<file path="src/rtl/csr_regs_if.sv">
// CSR port bundle: ex-stage read/write port, CLINT write port, and the values exported back to CLINT.
// Write ports are fire-and-forget: a *_we_i high at a rising edge commits that cycle, there is no ready/stall.
interface csr_regs_if #(parameter int XLEN = 64);
  logic            ex_we_i;
  logic [XLEN-1:0] ex_waddr_i;
  logic [XLEN-1:0] ex_wdata_i;
  logic [XLEN-1:0] ex_raddr_i;
  logic [XLEN-1:0] ex_rdata_o;
  logic            clint_we_i;
  logic [XLEN-1:0] clint_waddr_i;
  logic [XLEN-1:0] clint_data_i;
  logic [XLEN-1:0] csr_mtvec;
  logic [XLEN-1:0] csr_mepc;
  logic [XLEN-1:0] csr_mstatus;
  logic            global_int_en_o;
  logic            timer_int_o;

  modport master (
    output ex_we_i, ex_waddr_i, ex_wdata_i, ex_raddr_i,
    output clint_we_i, clint_waddr_i, clint_data_i,
    input  ex_rdata_o, csr_mtvec, csr_mepc, csr_mstatus, global_int_en_o, timer_int_o
  );

  modport slave (
    input  ex_we_i, ex_waddr_i, ex_wdata_i, ex_raddr_i,
    input  clint_we_i, clint_waddr_i, clint_data_i,
    output ex_rdata_o, csr_mtvec, csr_mepc, csr_mstatus, global_int_en_o, timer_int_o
  );
endinterface

</file>
<file path="src/rtl/csr_regs.sv">
// Machine-mode CSR register file shared by the ex stage and the CLINT.
// Port 1 (CLINT) is applied after port 0 (ex), so CLINT wins same-address conflicts.
module csr_regs #(
  parameter int              XLEN       = 64,
  parameter logic [XLEN-1:0] MCYCLE_RST = '0
) (
  input logic      clk,
  input logic      rst,
  csr_regs_if.slave bus
);

  localparam logic [11:0] A_MSTATUS  = 12'h300;
  localparam logic [11:0] A_MIE      = 12'h304;
  localparam logic [11:0] A_MTVEC    = 12'h305;
  localparam logic [11:0] A_MSCRATCH = 12'h340;
  localparam logic [11:0] A_MEPC     = 12'h341;
  localparam logic [11:0] A_MCAUSE   = 12'h342;
  localparam logic [11:0] A_MIP      = 12'h344;
  localparam logic [11:0] A_MTIMECMP = 12'h7C0;
  localparam logic [11:0] A_MCYCLE   = 12'hB00;

  logic [XLEN-1:0] mstatus_q, mie_q, mtvec_q, mscratch_q, mepc_q, mcause_q, mcycle_q, mtimecmp_q;
  logic [XLEN-1:0] mstatus_d, mie_d, mtvec_d, mscratch_d, mepc_d, mcause_d, mcycle_d, mtimecmp_d;
  logic            mcycle_wr;
  logic            mtip;
  logic [XLEN-1:0] mip;
  logic [XLEN-1:0] rdata;

  logic            wr_en   [2];
  logic [11:0]     wr_addr [2];
  logic [XLEN-1:0] wr_data [2];
  logic [11:0]     rd_addr;
  logic            unused_addr_bits;

  assign wr_en[0]   = bus.ex_we_i;
  assign wr_addr[0] = bus.ex_waddr_i[11:0];
  assign wr_data[0] = bus.ex_wdata_i;
  assign wr_en[1]   = bus.clint_we_i;
  assign wr_addr[1] = bus.clint_waddr_i[11:0];
  assign wr_data[1] = bus.clint_data_i;
  assign rd_addr    = bus.ex_raddr_i[11:0];

  assign unused_addr_bits = ^{bus.ex_waddr_i[XLEN-1:12], bus.clint_waddr_i[XLEN-1:12],
                              bus.ex_raddr_i[XLEN-1:12]};

  // mip is not storage: MTIP is recomputed from the registered counter and compare value.
  assign mtip = (mcycle_q >= mtimecmp_q);
  assign mip  = XLEN'(mtip) << 7;

  // Next-state values double as the forwarding source for same-cycle reads.
  always_comb begin
    mstatus_d  = mstatus_q;
    mie_d      = mie_q;
    mtvec_d    = mtvec_q;
    mscratch_d = mscratch_q;
    mepc_d     = mepc_q;
    mcause_d   = mcause_q;
    mtimecmp_d = mtimecmp_q;
    mcycle_d   = mcycle_q + XLEN'(1);
    mcycle_wr  = 1'b0;
    for (int p = 0; p < 2; p++) begin
      if (wr_en[p]) begin
        case (wr_addr[p])
          A_MSTATUS:  mstatus_d  = wr_data[p];
          A_MIE:      mie_d      = wr_data[p];
          A_MTVEC:    mtvec_d    = wr_data[p];
          A_MSCRATCH: mscratch_d = wr_data[p];
          A_MEPC:     mepc_d     = wr_data[p];
          A_MCAUSE:   mcause_d   = wr_data[p];
          A_MTIMECMP: mtimecmp_d = wr_data[p];
          A_MCYCLE: begin
            mcycle_d  = wr_data[p];
            mcycle_wr = 1'b1;
          end
          default: ;
        endcase
      end
    end
  end

  always_comb begin
    rdata = '0;
    case (rd_addr)
      A_MSTATUS:  rdata = mstatus_d;
      A_MIE:      rdata = mie_d;
      A_MTVEC:    rdata = mtvec_d;
      A_MSCRATCH: rdata = mscratch_d;
      A_MEPC:     rdata = mepc_d;
      A_MCAUSE:   rdata = mcause_d;
      A_MIP:      rdata = mip;
      A_MTIMECMP: rdata = mtimecmp_d;
      A_MCYCLE:   rdata = mcycle_wr ? mcycle_d : mcycle_q;
      default:    rdata = '0;
    endcase
  end

  always_ff @(posedge clk) begin
    if (rst) begin
      mstatus_q  <= '0;
      mie_q      <= '0;
      mtvec_q    <= '0;
      mscratch_q <= '0;
      mepc_q     <= '0;
      mcause_q   <= '0;
      mcycle_q   <= MCYCLE_RST;
      mtimecmp_q <= '1;
    end else begin
      mstatus_q  <= mstatus_d;
      mie_q      <= mie_d;
      mtvec_q    <= mtvec_d;
      mscratch_q <= mscratch_d;
      mepc_q     <= mepc_d;
      mcause_q   <= mcause_d;
      mcycle_q   <= mcycle_d;
      mtimecmp_q <= mtimecmp_d;
    end
  end

  assign bus.ex_rdata_o      = rdata;
  assign bus.csr_mtvec       = mtvec_q;
  assign bus.csr_mepc        = mepc_q;
  assign bus.csr_mstatus     = mstatus_q;
  assign bus.global_int_en_o = mstatus_q[3];
  assign bus.timer_int_o     = mstatus_q[3] & mie_q[7] & mip[7];

endmodule

</file>
<file path="src/flat_wrapper.sv">
// flat-port wrapper written by rule: the top's interface ports become plain ports
module csr_regs_flat 
#(
  parameter int              XLEN       = 64,
  parameter logic [XLEN-1:0] MCYCLE_RST = '0
)
  (clk, rst, bus_ex_we_i, bus_ex_waddr_i, bus_ex_wdata_i, bus_ex_raddr_i, bus_clint_we_i, bus_clint_waddr_i, bus_clint_data_i, bus_ex_rdata_o, bus_csr_mtvec, bus_csr_mepc, bus_csr_mstatus, bus_global_int_en_o, bus_timer_int_o);
  csr_regs_if #(.XLEN(XLEN)) bus_i ();
  input logic clk;
  input logic rst;
  input wire logic [$bits(bus_i.ex_we_i)-1:0] bus_ex_we_i;
  input wire logic [$bits(bus_i.ex_waddr_i)-1:0] bus_ex_waddr_i;
  input wire logic [$bits(bus_i.ex_wdata_i)-1:0] bus_ex_wdata_i;
  input wire logic [$bits(bus_i.ex_raddr_i)-1:0] bus_ex_raddr_i;
  input wire logic [$bits(bus_i.clint_we_i)-1:0] bus_clint_we_i;
  input wire logic [$bits(bus_i.clint_waddr_i)-1:0] bus_clint_waddr_i;
  input wire logic [$bits(bus_i.clint_data_i)-1:0] bus_clint_data_i;
  output wire logic [$bits(bus_i.ex_rdata_o)-1:0] bus_ex_rdata_o;
  output wire logic [$bits(bus_i.csr_mtvec)-1:0] bus_csr_mtvec;
  output wire logic [$bits(bus_i.csr_mepc)-1:0] bus_csr_mepc;
  output wire logic [$bits(bus_i.csr_mstatus)-1:0] bus_csr_mstatus;
  output wire logic [$bits(bus_i.global_int_en_o)-1:0] bus_global_int_en_o;
  output wire logic [$bits(bus_i.timer_int_o)-1:0] bus_timer_int_o;
  assign bus_i.ex_we_i = bus_ex_we_i;
  assign bus_i.ex_waddr_i = bus_ex_waddr_i;
  assign bus_i.ex_wdata_i = bus_ex_wdata_i;
  assign bus_i.ex_raddr_i = bus_ex_raddr_i;
  assign bus_i.clint_we_i = bus_clint_we_i;
  assign bus_i.clint_waddr_i = bus_clint_waddr_i;
  assign bus_i.clint_data_i = bus_clint_data_i;
  assign bus_ex_rdata_o = bus_i.ex_rdata_o;
  assign bus_csr_mtvec = bus_i.csr_mtvec;
  assign bus_csr_mepc = bus_i.csr_mepc;
  assign bus_csr_mstatus = bus_i.csr_mstatus;
  assign bus_global_int_en_o = bus_i.global_int_en_o;
  assign bus_timer_int_o = bus_i.timer_int_o;
  csr_regs #(.XLEN(XLEN), .MCYCLE_RST(MCYCLE_RST)) u_core (.clk(clk), .rst(rst), .bus(bus_i));
endmodule
</file>
<file path="config.mk">
export PLATFORM = sky130hd
export DESIGN_NAME = csr_regs_flat
export DESIGN_NICKNAME = d
export VERILOG_FILES = /design/src/rtl/csr_regs_if.sv /design/src/rtl/csr_regs.sv /design/src/flat_wrapper.sv
export SDC_FILE = /design/constraint.sdc
export NUM_CORES = 2
export LEC_CHECK = 0
export CAP_MARGIN = 15
export CELL_PAD_IN_SITES_DETAIL_PLACEMENT = 1
export CELL_PAD_IN_SITES_GLOBAL_PLACEMENT = 2
export CORE_ASPECT_RATIO = 1.75
export CORE_MARGIN = 2
export CORE_UTILIZATION = 30
export CTS_CLUSTER_SIZE = 40
export DETAILED_ROUTE_END_ITERATION = 7
export PLACE_DENSITY_LB_ADDON = 0.1
export SYNTH_ARGS = -nofsm -noshare
export SYNTH_HDL_FRONTEND = slang
export SYNTH_SLANG_ARGS = --single-unit
</file>
<file path="constraint.sdc">
create_clock -name clk -period 14.9 [get_ports clk]
set_input_delay 3.725 -clock clk [delete_from_list [all_inputs] [get_ports clk]]
set_output_delay 3.725 -clock clk [all_outputs]
set_load 0.005 [all_outputs]
</file>
---- Yosys cells after proc, flatten, opt, wreduce, memory -nomap -nowiden ----
Index checks and enable logic that the tools add are counted.
W data, S select, Z words.
word-level totals
  word-level logic and storage cells ...... 75
  output and inout bits ................... 258
  bits in registers ....................... 512
cells by class
  bitwise operators ....................... 2
  mux-type cells .......................... 38
  equality and inequality tests ........... 25
  $add $sub $neg .......................... 1
  $lt $le $gt $ge ......................... 1
operators with widths
  kind                     count
  $mux W64                 33
  $pmux W64 S9             1
  $eq A12 B10 Y1 const B   19
  $add A64 B1 Y64 const B  1
  $ge A64 B64 Y1           1
  $eq A12 B11 Y1 const B   3
  $eq A12 B12 Y1 const B   3
  $mux W1                  4
  $and A1 B1 Y1            2

---- Longest topological paths before layout ----
  word-level depth ........................ 7
  mapped depth ............................ 11
  depth with buffers taken out ............ 9

---- Least setup slack after synthesis ----
OpenSTA, ideal clock, no wires.
  kind .................................... in2out
  from .................................... input bus_ex_waddr_i[5]
  to ...................................... output bus_ex_rdata_o[3]
  required time ........................... 11175 ps
  data arrival time ....................... 6322 ps
  stages .................................. 9
  buffers on the path ..................... 2
  path slack .............................. 4853 ps
  cells stage by stage .................... or4b_4 > or4b_2 > nor2b_1 > buf_4 > buf_4 > mux2i_1 > a211oi_1 > a2111oi_0 > o2111ai_1
between the ends
  word-level cells in the longest chain between the ends .. 7
  elaborated cells between the ends (all ways) .. 46
ends and longest elaborated chain
  element                              line                RTL
  from (decl)                          flat_wrapper.sv:12  input wire logic [$bits(bus_i.ex_waddr_i)-1:0] bus_ex_waddr_i;
  $eq A12 B12 Y1                       csr_regs.sv:63      case (wr_addr[p])
  $mux W64 or $mux W1 (tied branches)  csr_regs.sv:63
  $mux W64 or $mux W1 (tied branches)  csr_regs.sv:62      if (wr_en[p]) begin
  $mux W64 or $mux W1 (tied branches)  csr_regs.sv:63
  $mux W64 or $mux W1 (tied branches)  csr_regs.sv:62
  $mux W64                             csr_regs.sv:92      A_MCYCLE: rdata = mcycle_wr ? mcycle_d : mcycle_q;
  $pmux W64 S9 *                       csr_regs.sv:83      case (rd_addr)
  to (decl)                            flat_wrapper.sv:18  output wire logic [$bits(bus_i.ex_rdata_o)-1:0] bus_ex_rdata_o;
Every way passes the cells marked *; elsewhere a longest branch is shown, timed or not.

---- Final worst setup path ----
  from .................................... input bus_ex_waddr_i[5]
  to ...................................... output bus_ex_rdata_o[38]
Same word-level chain as after synthesis.

==> flow_summary.yaml <==
run_status:
  status: "finished clean"
route:
  firstDrtPassIters: 5
  drt-total-wl_um: 163000
  vias_per_cell: 5.84
  vias: 31800
  dr_wl_met2_um: 76100
  drt_iter0_drc: 2302
  wl_met1_um: 74500
  ant_nets: 0
  top_layer: "met5"
  wl_met3_um: 8220
  wl_per_cell_um: 29.9
  drc: 0
synthesis:
  synth-seq-cells: 512
  synth_cell_types: 67
  synth_cells: 3946
  syn_area_per_cell_um2: 7.92
  synth-main-ff-cell: "dfxtp_1"
  ys.warnings.count: 0
  syn-cell-area_um2: 31300
  synth_edf_count: 0
  ys_seq_area_frac: 0.328
  synth_fp_nets: 4335
  async_flop_share: 0
clock_tree:
  clk_path_buf_depth: 3
  clk_pin_slew_ns: 0.07
  hold_buffers: 0
  postCtsSetupBuffers: 0
  clock_latency_ns: 0.67
  htree_levels: 2
  cts.repair.resized: 0
  cts.sinks: 512
  root_buffer: "clkbuf_16"
  cts_inserted_buffers: 58
  cts_tree: "yes"
placed_design:
  placed_cells_incl_taps: 5337
  dp_slack_ns: 2.50
  place_congestion: 0.880
  place_hpwl_um: 110000
  dpl_cell_area_um2: 36200
  io_buffers: 425
timing:
  drv_slew: 0
  clock.fmax_ghz: 0.0808
  grt_setup_unrepaired: "false"
  slew_headroom: 0.220
  setup_tns_ns: 0
  clock_skew_ns: 0.0160
  worstMarginPinSlew_ns: 1.17
  min_period_over_period: 0.831
  hold_violations: 0
  setup_ws_ns: 2.53
  min_period_ns: 12.37
  setup_viol: 0
global_route:
  grtUsageTotal: 0.298
  grt_pass1_wl_um: 234000
  antenna_found_initial: 11
  grt_max_degree: 186
  grt_pass1_vias: 32200
  gr-total-overflow: 0
setup_path:
  worst_ep_arrival_time_ns: 8.65
  start_kind: "primary input"
  critPathRequiredTime_ns: 11.18
  r2r_slack_ns: 11.51
  crit_fanout: 32
  end_kind: "output port"
  worstSetupPathType: "in -> out"
floorplan:
  pin_count: 582
  rows: 156
  core_um2: 103000
  die_y_um: 431
  die_w_um: 248
  die_area_um2: 107000
  start_util: 0.303
power:
  leakagePower_nw: 15.7
  clockPowerShare: 0.508
  internal_power_mw: 2.31
  ir_drop_uv: 92.0
  p_sw_frac: 0.251
  p_seq_frac: 0.445
  pwr-share-comb: 0.048
  pwr_density_cell_nw_per_um2: 80.7
  total_switching_power_uw: 774
final_layout:
  final_cell_area_um2: 38200
  drive_above_1_share: 0.0719
  area_growth_pct: 22.2
  layout_common_cells: "dfxtp_1 (512), nor2_1 (491), mux2i_1 (446), clkdlybuf4s50_1 (424), nand2_1 (397)"
  final_common_cell: "dfxtp_1"
  nets: 4443
  utilization: 0.370
  fin_cells: 5448
flow_run:
  max_cap_viol_count: 0
worst_hold_path:
  hold_class: "reg -> reg"
-- critical path: stages --
cell	delay [ns]
clkdlybuf4s50_1	0.40
or4b_4	0.57
nor3_2	0.83
nand2_4	0.73
buf_4	0.49
mux2i_1	0.24
a21oi_1	0.10
a2111oi_0	0.56
o2111ai_1	0.39
clkdlybuf4s50_1	0.57
-- final cells by class --
type,instances,area [um^2]
flip-flops and latches,512,10200
clock buffers,94,1800
clock inverters,14,175
inverters,76,285
diodes,3,7.51
fillers,12100,65100
well taps,1343,1680
multi-input cells,2910,19100
repair buffers,496,4880
-- layer usage --
| layer | GRT usage | up-vias |
|---|---|---|
| met3 | 0.0379 | 188 |
| met4 | 0.0729 | 2 |
| met1 | 0.411 | 16200 |
| met2 | 0.490 | 929 |
| li1 | - | 14500 |
| met5 | 0 | - |
-- per-stage QoR --
step / total power [mW] / hold slack, ns
floorplan: 1.47 / 0.466
global placement: 1.55 / 0.494
detailed placement: 1.55 / 0.495
CTS: 3.11 / 0.505
global route: 3.16 / 0.537
finish: 3.08 / 0.511
-- power by group through the flow --
stage                     Combinational (mW)  Sequential, mW  Clock, mW
after floorplan                       0.0647            1.40          0
after global placement                 0.147            1.40          0
after global routing                   0.156            1.37       1.64
after detailed placement               0.147            1.40          0
final                                  0.148            1.37       1.56
after CTS                              0.147            1.37       1.60
-- cell usage after synthesis, drive strengths merged (4+ instances only) --
library cell    n  share of area
buf            65          0.011
nor3           27         0.0045
and3            9         0.0018
a2111oi        63          0.018
or4b            7         0.0027
a211oi        387          0.093
a211o           5         0.0014
dfxtp         512           0.33
o21ai         151          0.024
xnor2          29         0.0081
clkbuf        383          0.046
xor2           33         0.0092
a21o            4        0.00096
or4             8         0.0019
o22a            7         0.0020
and4           13         0.0036
a221oi          6         0.0017
a2bb2oi         5         0.0014
o211ai          4        0.00096
nand3          40         0.0064
ha             65          0.026
a22oi          24         0.0058
nand2b          6         0.0012
and2            7         0.0014
mux2           28          0.010
mux2i         446           0.14
inv            76         0.0091
nor2          494          0.059
a21oi         261          0.042
nor2b          92          0.018
nor4           16         0.0036
nand4          33         0.0066
nand2         403          0.048
or3             6         0.0012
or2            64          0.013
o22ai          11         0.0022
o21a            7         0.0017
a31oi          12         0.0024
a311oi         59          0.017
o2111ai        50          0.014
-- path summary, 6_finish.rpt --
check	startpoint	to	cells after the start
worst max register to register	u_core.mcycle_q[23]	u_core.mcycle_q[63]	6
worst min-delay path	u_core.mscratch_q[7]	u_core.mscratch_q[7]	2
worst min register to register	u_core.mscratch_q[7]	u_core.mscratch_q[7]	2
worst max-delay path	bus_ex_waddr_i[5]	bus_ex_rdata_o[38]	10
-- sequential cells by signal, indices dropped and copies added (netlist names) --
| register | count |
|---|---|
| u_core.bus.csr_mepc | 64 |
| u_core.bus.csr_mstatus | 64 |
| u_core.bus.csr_mtvec | 64 |
| u_core.mcause_q | 64 |
| u_core.mcycle_q | 64 |
| u_core.mie_q | 64 |
| u_core.mscratch_q | 64 |
| u_core.mtimecmp_q | 64 |
-- kinds of logic after synthesis --
family / after synthesis / synth area share
compound gates: 1068 / 0.231
xor+xnor: 62 / 0.0174
fa+ha+maj: 65 / 0.0260
buf+inv: 524 / 0.0662
flops: 512 / 0.328
mux: 474 / 0.153
simple gates: 1241 / 0.179
(Power assumes the default switching activity.)
